**src/rtl/serial_feed_if.sv**
```systemverilog
// serial_feed word/bit handshake bundle: slave = serializer, master = upstream source plus downstream observer.
// No logic and no latency; back-pressure is carried on ready_out.
interface serial_feed_if #(
  parameter int WIDTH = 8
);
  logic [WIDTH-1:0] data_in;
  logic             valid_in;
  logic             ready_out;
  logic             dout;
  logic             dout_valid;
  logic             busy;

  modport master (output data_in, valid_in, input ready_out, dout, dout_valid, busy);
  modport slave  (input data_in, valid_in, output ready_out, dout, dout_valid, busy);
endinterface

```
**src/rtl/serial_feed.sv**
```systemverilog
// serial_feed: WIDTH-bit words (valid/ready, one word of look-ahead) to 1 bit/clk on dout; first bit 1 clk after the accept edge.
// ready_out drops while a word is pending. SERIAL_FEED_PARITY_EN appends an even-parity bit per word.
module serial_feed #(
  parameter int WIDTH     = 8,
  parameter bit MSB_FIRST = 1'b1
) (
  input  logic         clk,
  input  logic         rst_,
  serial_feed_if.slave bus
);
  localparam int CW = $clog2(WIDTH + 1) + 1;

`ifdef SERIAL_FEED_PARITY_EN
  typedef enum logic [1:0] {S_IDLE, S_SHIFT, S_PARITY} state_t;
`else
  typedef enum logic [1:0] {S_IDLE, S_SHIFT} state_t;
`endif

  state_t           r_state;
  logic [WIDTH-1:0] r_shift;
  logic [CW-1:0]    r_cnt;
  logic [WIDTH-1:0] r_pend;
  logic             r_pend_vld;
  logic             r_dout;
  logic             r_dout_vld;

  state_t           w_state_nxt;
  logic             w_accept;
  logic             w_last;
  logic             w_rl_load;
  logic             w_load;
  logic             w_load_pend;
  logic             w_to_pend;
  logic             w_bit;
  logic             w_dout_nxt;
  logic             w_vld_nxt;
  logic [WIDTH-1:0] w_load_word;

  assign w_accept    = bus.valid_in & ~r_pend_vld;
  assign w_last      = (r_state == S_SHIFT) && (r_cnt == CW'(WIDTH - 1));
  // At a frame boundary the next word comes from pending if present, else straight from an accept.
  assign w_rl_load   = r_pend_vld | w_accept;
  assign w_bit       = MSB_FIRST ? r_shift[WIDTH-1] : r_shift[0];
  assign w_load_word = w_load_pend ? r_pend : bus.data_in;

`ifdef SERIAL_FEED_PARITY_EN
  logic r_par;

  always_ff @(posedge clk or negedge rst_) begin
    if (!rst_) begin
      r_par <= 1'b0;
    end else if (w_load) begin
      r_par <= ^w_load_word;
    end
  end
`endif

  always_ff @(posedge clk or negedge rst_) begin
    if (!rst_) begin
      r_state <= S_IDLE;
    end else begin
      r_state <= w_state_nxt;
    end
  end

  always_comb begin
    w_state_nxt = r_state;
    w_load      = 1'b0;
    w_load_pend = 1'b0;
    w_to_pend   = 1'b0;
    w_dout_nxt  = 1'b0;
    w_vld_nxt   = 1'b0;
    case (r_state)
      S_IDLE: begin
        if (w_accept) begin
          w_load      = 1'b1;
          w_state_nxt = S_SHIFT;
        end
      end
      S_SHIFT: begin
        w_dout_nxt = w_bit;
        w_vld_nxt  = 1'b1;
        if (w_last) begin
`ifdef SERIAL_FEED_PARITY_EN
          w_state_nxt = S_PARITY;
          w_to_pend   = w_accept;
`else
          w_load      = w_rl_load;
          w_load_pend = r_pend_vld;
          w_state_nxt = w_rl_load ? S_SHIFT : S_IDLE;
`endif
        end else begin
          w_to_pend = w_accept;
        end
      end
`ifdef SERIAL_FEED_PARITY_EN
      S_PARITY: begin
        w_dout_nxt  = r_par;
        w_vld_nxt   = 1'b1;
        w_load      = w_rl_load;
        w_load_pend = r_pend_vld;
        w_state_nxt = w_rl_load ? S_SHIFT : S_IDLE;
      end
`endif
      default: begin
        w_state_nxt = S_IDLE;
      end
    endcase
  end

  always_ff @(posedge clk or negedge rst_) begin
    if (!rst_) begin
      r_shift    <= '0;
      r_cnt      <= '0;
      r_pend     <= '0;
      r_pend_vld <= 1'b0;
      r_dout     <= 1'b0;
      r_dout_vld <= 1'b0;
    end else begin
      if (w_load) begin
        r_shift <= w_load_word;
        r_cnt   <= '0;
      end else if (r_state == S_SHIFT) begin
        r_shift <= MSB_FIRST ? {r_shift[WIDTH-2:0], 1'b0} : {1'b0, r_shift[WIDTH-1:1]};
        r_cnt   <= r_cnt + CW'(1);
      end
      if (w_to_pend) begin
        r_pend     <= bus.data_in;
        r_pend_vld <= 1'b1;
      end else if (w_load_pend) begin
        r_pend_vld <= 1'b0;
      end
      r_dout     <= w_dout_nxt;
      r_dout_vld <= w_vld_nxt;
    end
  end

  assign bus.ready_out  = ~r_pend_vld;
  assign bus.dout       = r_dout;
  assign bus.dout_valid = r_dout_vld;
  assign bus.busy       = (r_state != S_IDLE) | r_pend_vld;
endmodule

```
**src/flat_wrapper.sv**
```systemverilog
// flat-port wrapper written by rule: the top's interface ports become plain ports
module serial_feed_flat 
#(
  parameter int WIDTH     = 8,
  parameter bit MSB_FIRST = 1'b1
)
  (clk, rst_, bus_data_in, bus_valid_in, bus_ready_out, bus_dout, bus_dout_valid, bus_busy);
  serial_feed_if #(.WIDTH(WIDTH)) bus_i ();
  input  logic clk;
  input  logic rst_;
  input wire logic [$bits(bus_i.data_in)-1:0] bus_data_in;
  input wire logic [$bits(bus_i.valid_in)-1:0] bus_valid_in;
  output wire logic [$bits(bus_i.ready_out)-1:0] bus_ready_out;
  output wire logic [$bits(bus_i.dout)-1:0] bus_dout;
  output wire logic [$bits(bus_i.dout_valid)-1:0] bus_dout_valid;
  output wire logic [$bits(bus_i.busy)-1:0] bus_busy;
  assign bus_i.data_in = bus_data_in;
  assign bus_i.valid_in = bus_valid_in;
  assign bus_ready_out = bus_i.ready_out;
  assign bus_dout = bus_i.dout;
  assign bus_dout_valid = bus_i.dout_valid;
  assign bus_busy = bus_i.busy;
  serial_feed #(.WIDTH(WIDTH), .MSB_FIRST(MSB_FIRST)) u_core (.clk(clk), .rst_(rst_), .bus(bus_i));
endmodule
```
**config.mk**
```make
export PLATFORM = sky130hd
export DESIGN_NAME = serial_feed_flat
export DESIGN_NICKNAME = d
export VERILOG_FILES = /design/src/rtl/serial_feed_if.sv /design/src/rtl/serial_feed.sv /design/src/flat_wrapper.sv
export SDC_FILE = /design/constraint.sdc
export NUM_CORES = 1
export LEC_CHECK = 0
export CAP_MARGIN = 5
export CORE_MARGIN = 2
export CORE_UTILIZATION = 55
export DETAILED_ROUTE_END_ITERATION = 10
export GPL_TIMING_DRIVEN = 0
export PLACE_DENSITY = 0.79
export SKIP_LAST_GASP = 1
export SLEW_MARGIN = 30
export SYNTH_ARGS = -nofsm -noshare
export SYNTH_HDL_FRONTEND = slang
export SYNTH_SLANG_ARGS = --single-unit
```
**constraint.sdc**
```tcl
create_clock -name clk -period 4.8 [get_ports clk]
set_clock_uncertainty 0.15 [all_clocks]
set_input_delay 0.96 -clock clk [delete_from_list [all_inputs] [get_ports clk]]
set_output_delay 0.96 -clock clk [all_outputs]
set_load 0.05 [all_outputs]
```
Word level (Yosys, flattened, before mapping)
Cells that the tools add are included.
{ "op_classes": {"addsub": 1, "n_eq_ne": 4, "mux": 20, "n_reduce_logical": 6, "bitwise": 4} }
{ "op_table": {"columns": ["op", "n"], "rows": [
  ["2-to-1 mux 8 bit", 3],
  ["2-to-1 mux 1 bit", 11],
  ["2-to-1 mux 5 bit", 2],
  ["nonzero test 2 bit", 3],
  ["adder 5 x 1 -> 5 bit, second input constant", 1],
  ["equality test 5 x 3 -> 1 bit, second input constant", 1],
  ["2-to-1 mux 2 bit", 2],
  ["inequality test 2 x 1 -> 1 bit, second input constant", 2],
  ["case mux 2 bit (2 select lines)", 1],
  ["equality test 2 x 1 -> 1 bit, second input constant", 1],
  ["logical NOT 2 bit", 1],
  ["OR 1 bit", 2],
  ["case mux 1 bit (2 select lines)", 1],
  ["AND reduction 2 bit", 1],
  ["AND 1 bit", 1],
  ["logical AND 1 bit", 1],
  ["NOT 1 bit", 1]
]} }
{ "word_totals": {"reg_bits": 26, "out_inout_bits": 4, "inputBits": 11, "elab_cells": 42} }

Logic depth before layout (Yosys ltp)
{ "depth": {"word_depth": 6, "ltp_mapped": 6} }

Worst setup path after synthesis
Ideal clock, no wire load.
{ "synth_timing": {"kind": "register -> output", "startpoint": "reg u_core.r_state[0]", "endpoint": "out bus_busy", "required_time_ns": 3.690, "path_stages_with_launch": 3, "setup_slack_ns": 2.757, "t_arrival_ns": 0.933, "path_cell_list": "dfrtp_1 > buf_2 > or2_2"} }
{ "synth_via": {"elab_chain_len": 2} }
{ "synth_rtl": {"columns": ["element", "line_no", "text"], "rows": [
  ["start, declared", "serial_feed.sv:19", "state_t r_state;"],
  ["start signal, assigned", "serial_feed.sv:62", "r_state <= w_state_nxt;"],
  ["nonzero test 2 bit", "serial_feed.sv:141", "assign bus.busy = (r_state != S_IDLE) | r_pend_vld;"],
  ["OR 1 bit", "serial_feed.sv:141", null],
  ["end, declared", "flat_wrapper.sv:16", "output wire logic [$bits(bus_i.busy)-1:0] bus_busy;"]
]} }
No other way between the ends.

Worst setup path after layout
Ends and elaborated chain as after synthesis.

==> flow_metrics.tcl <==
set metrics [dict create \
    cp-start-kind "flip-flop" \
    cts_resized 0 \
    grt_max_degree 26 \
    synthFlopType "dfrtp_1" \
    routedWlPerCell_microns 14.6 \
    clockPowerShare_pct 11.1 \
    crit_fanout 10 \
    initial_core_util_pct 58.4 \
    grtUsageTotal_pct 19.4 \
    drc 0 \
    nNetsFinal 120 \
    cts_setup_buffers 0 \
    synth_warnings 0 \
    n_fill_cell 161 \
    cts_tree "yes" \
    synth_fa_ha_area_share_pct 1.09 \
    grt_pass1_wl_microns 3550 \
    cpMaxStageDelayCell "clkdlybuf4s50_1" \
    fin_setup_tns_ps 0 \
    p_switching_mw 0.298 \
    r2r-end "u_core.r_shift[5]$_DFFE_PN0P_" \
    leakage_nw 0.584 \
    fp.dieH_microns 49.6 \
    clock-sinks 25 \
    r2r_slack_ps 2940 \
    portBuffers 14 \
    cpLargestDelayFamily "buffers and inverters" \
    antenna_found_initial 0 \
    vias 768 \
    drtPass1Iterations 4 \
    worst-r2r-cell-count 5 \
    crit_type "reg -> out" \
    period_share_pct 62.7 \
    wl_microns 1960 \
    core_sq_um 1960 \
    num_rows 16 \
    worstPathRequired_ps 3690 \
    syn-num-nets 101 \
    clk_path_buf_depth 2 \
    yosys.area.top_type "dfrtp_1" \
    synth_xor_area_share_pct 2.30 \
    die_w_microns 49.6 \
    path_cells "buf_2 -> or2_2 -> clkdlybuf4s50_1" \
    min_from "u_core.r_state[0]$_DFFE_PN0P_" \
    hold_violations 0 \
    syn_avg_cell_area_sq_um 12.9 \
    grt_pass1_vias 803 \
    netlist_area_sq_um 1140 \
    io_pins 15 \
    synth_top_area_share_pct 54.6 \
    yosys.cell_count.top_type "dfrtp_1" \
    drt_iter0_drc 11 \
    combinationalPowerShare_pct 45.5 \
    timing.final.crit_period_ps 3010 \
    ff_latch_area_sq_um 626 \
    cp-end-kind "primary output" \
    hpwlAfterDp_microns 1420 \
    ys_ff_latch 25 \
    synth_cell_type_count 27 \
    async_flop_share_pct 100 \
    worst_ep_arrival_time_ps 1900 \
    hold_end "u_core.bus.dout_valid$_DFF_PN0_" \
    clk_pin_slew_ps 120 \
    status "complete, no violations" \
    r2r-start "u_core.r_cnt[0]$_DFFE_PN0P_" \
    gr-total-overflow 0 \
    cts_htree_levels 1 \
    drv_slew 0 \
    worst_path_largest_cell_delay_ps 700 \
    synthTopCellsByArea "dfrtp_1, mux2_2, o221a_2" \
    syn_to_final_growth_pct 17.2 \
    synth_mux_area_share_pct 7.76 \
    finalSetupViolations 0 \
    syn-instance-count 89 \
    cts.root.buffer_cell "clkbuf_4" \
    max_freq_mhz 332 \
    viasPerCell 5.73 \
    swShare_pct 35.5 \
    seq_power_share_pct 43.4 \
    ir_drop_v 0.000364 \
    drive_above_1_share_pct 33.6 \
    critPathBufInv 2 \
    synth_compound_area_share_pct 18.0 \
    clkLatencyLatePin_ps 330 \
    synth_top_family_by_area "compound AO/OA/AOI/OAI gates" \
    die-area_sq_um 2460 \
    antenna_cells 0 \
    cts_hold_buffers 0 \
    synth-edff-count 0 \
    maxCapViolations 0 \
    hp-class "reg -> reg" \
    hold_depth 0 \
    gp_congestion 0.712 \
    p_int_mw 0.542 \
    relSlewSlack_pct 64.1 \
    worstMarginPinSlew_ps 538 \
    ant_nets 0 \
    synth_simple_gate_area_share_pct 12.8 \
    cts_made_buffers 3 \
    multiInputGateArea_sq_um 480 \
    ys_seq_area_share_pct 54.6 \
    whs_ps 286 \
    grt_setup_unrepaired "no" \
    synth_common_cells "dfrtp_1, mux2_2, o221a_2, o22a_2, nor2_1" \
    power_density_nw_per_um2 626 \
]
==> cells in the final DEF, fill, tap and decap left out, types with 2 or more instances in the layout <==
cell type	count
inv_1	3
clkbuf_4	3
a21oi_1	4
nor2_1	6
nor2b_4	2
nand2_1	4
buf_2	2
o221a_2	7
nand3_1	2
mux2_2	7
o22a_2	7
dfrtp_1	25
clkdlybuf4s50_1	13
xor2_1	2
o21ai_0	4
buf_6	2
==> flip-flops by register name (all words and copies together) (netlist names) <==
name	count
u_core.r_pend	8
u_core.r_shift	8
u_core.r_cnt	5
u_core.bus.dout	1
u_core.bus.dout_valid	1
u_core.r_pend_vld	1
u_core.r_state	1
==> worst max path at each step <==
stage,startpoint,slack (ps),to,cells after the start
floorplan,u_core.r_state[0]$_DFFE_PN0P_,2760,bus_busy,2
global placement,u_core.r_state[0]$_DFFE_PN0P_,2160,bus_busy,3
detailed placement,u_core.r_state[0]$_DFFE_PN0P_,2160,bus_busy,3
CTS,u_core.r_state[0]$_DFFE_PN0P_,1780,bus_busy,3
global route,u_core.r_state[0]$_DFFE_PN0P_,1720,bus_busy,3
finish,u_core.r_state[0]$_DFFE_PN0P_,1790,bus_busy,3
==> cell type report <==
cell class | instances | area share [%]
Tap cell | 27 | 2.52
Multi-Input combinational cell | 58 | 35.8
Sequential cell | 25 | 46.6
Timing Repair Buffer | 14 | 10.1
Inverter | 3 | 0.840
Clock inverter | 1 | 0.373
Buffer | 3 | 2.05
Clock buffer | 3 | 1.68
==> cells by family (layout without fill, tap and decap cells) <==
family,after synthesis,in the layout
flops,25,25
xor+xnor,3,3
fa+ha+maj,1,1
simple gates,22,22
buf+inv,6,24
compound gates,24,24
mux,8,8
==> per-layer routing <==
| layer | track usage, % | share of wire [%] | vias to the layer above |
|---|---|---|---|
| li1 | - | - | 363 |
| met1 | 22.1 | 43 | 387 |
| met2 | 32.9 | 50 | 13 |
| met3 | 7.58 | 5.0 | 5 |
| met4 | 6.94 | 1.7 | 0 |
| met5 | 0 | 0 | - |
==> per-stage QoR <==
step / setup slack [ps] / instances / instance area [sq um] / power (mW) / util, %
after floorplan: 2760 / 89 / 1140 / 0.660 / -
after global placement: 2160 / 130 / 1320 / 0.738 / 67.2
after detailed placement: 2160 / 130 / 1310 / 0.755 / 67.0
after CTS: 1780 / 134 / 1340 / 0.850 / 68.4
after global routing: 1720 / 134 / 1340 / 0.906 / 68.4
final: 1790 / 134 / 1340 / 0.840 / 68.4
==> power groups by stage <==
stage                     logic, mW  registers, mW  clock network [mW]
final                         0.382          0.365              0.0935
after global routing          0.423          0.374               0.108
after global placement        0.373          0.364                   0
after CTS                     0.388          0.364              0.0982
after detailed placement      0.386          0.369                   0
after floorplan               0.277          0.383                   0
No activity file was read; power rests on OpenSTA's default activity.
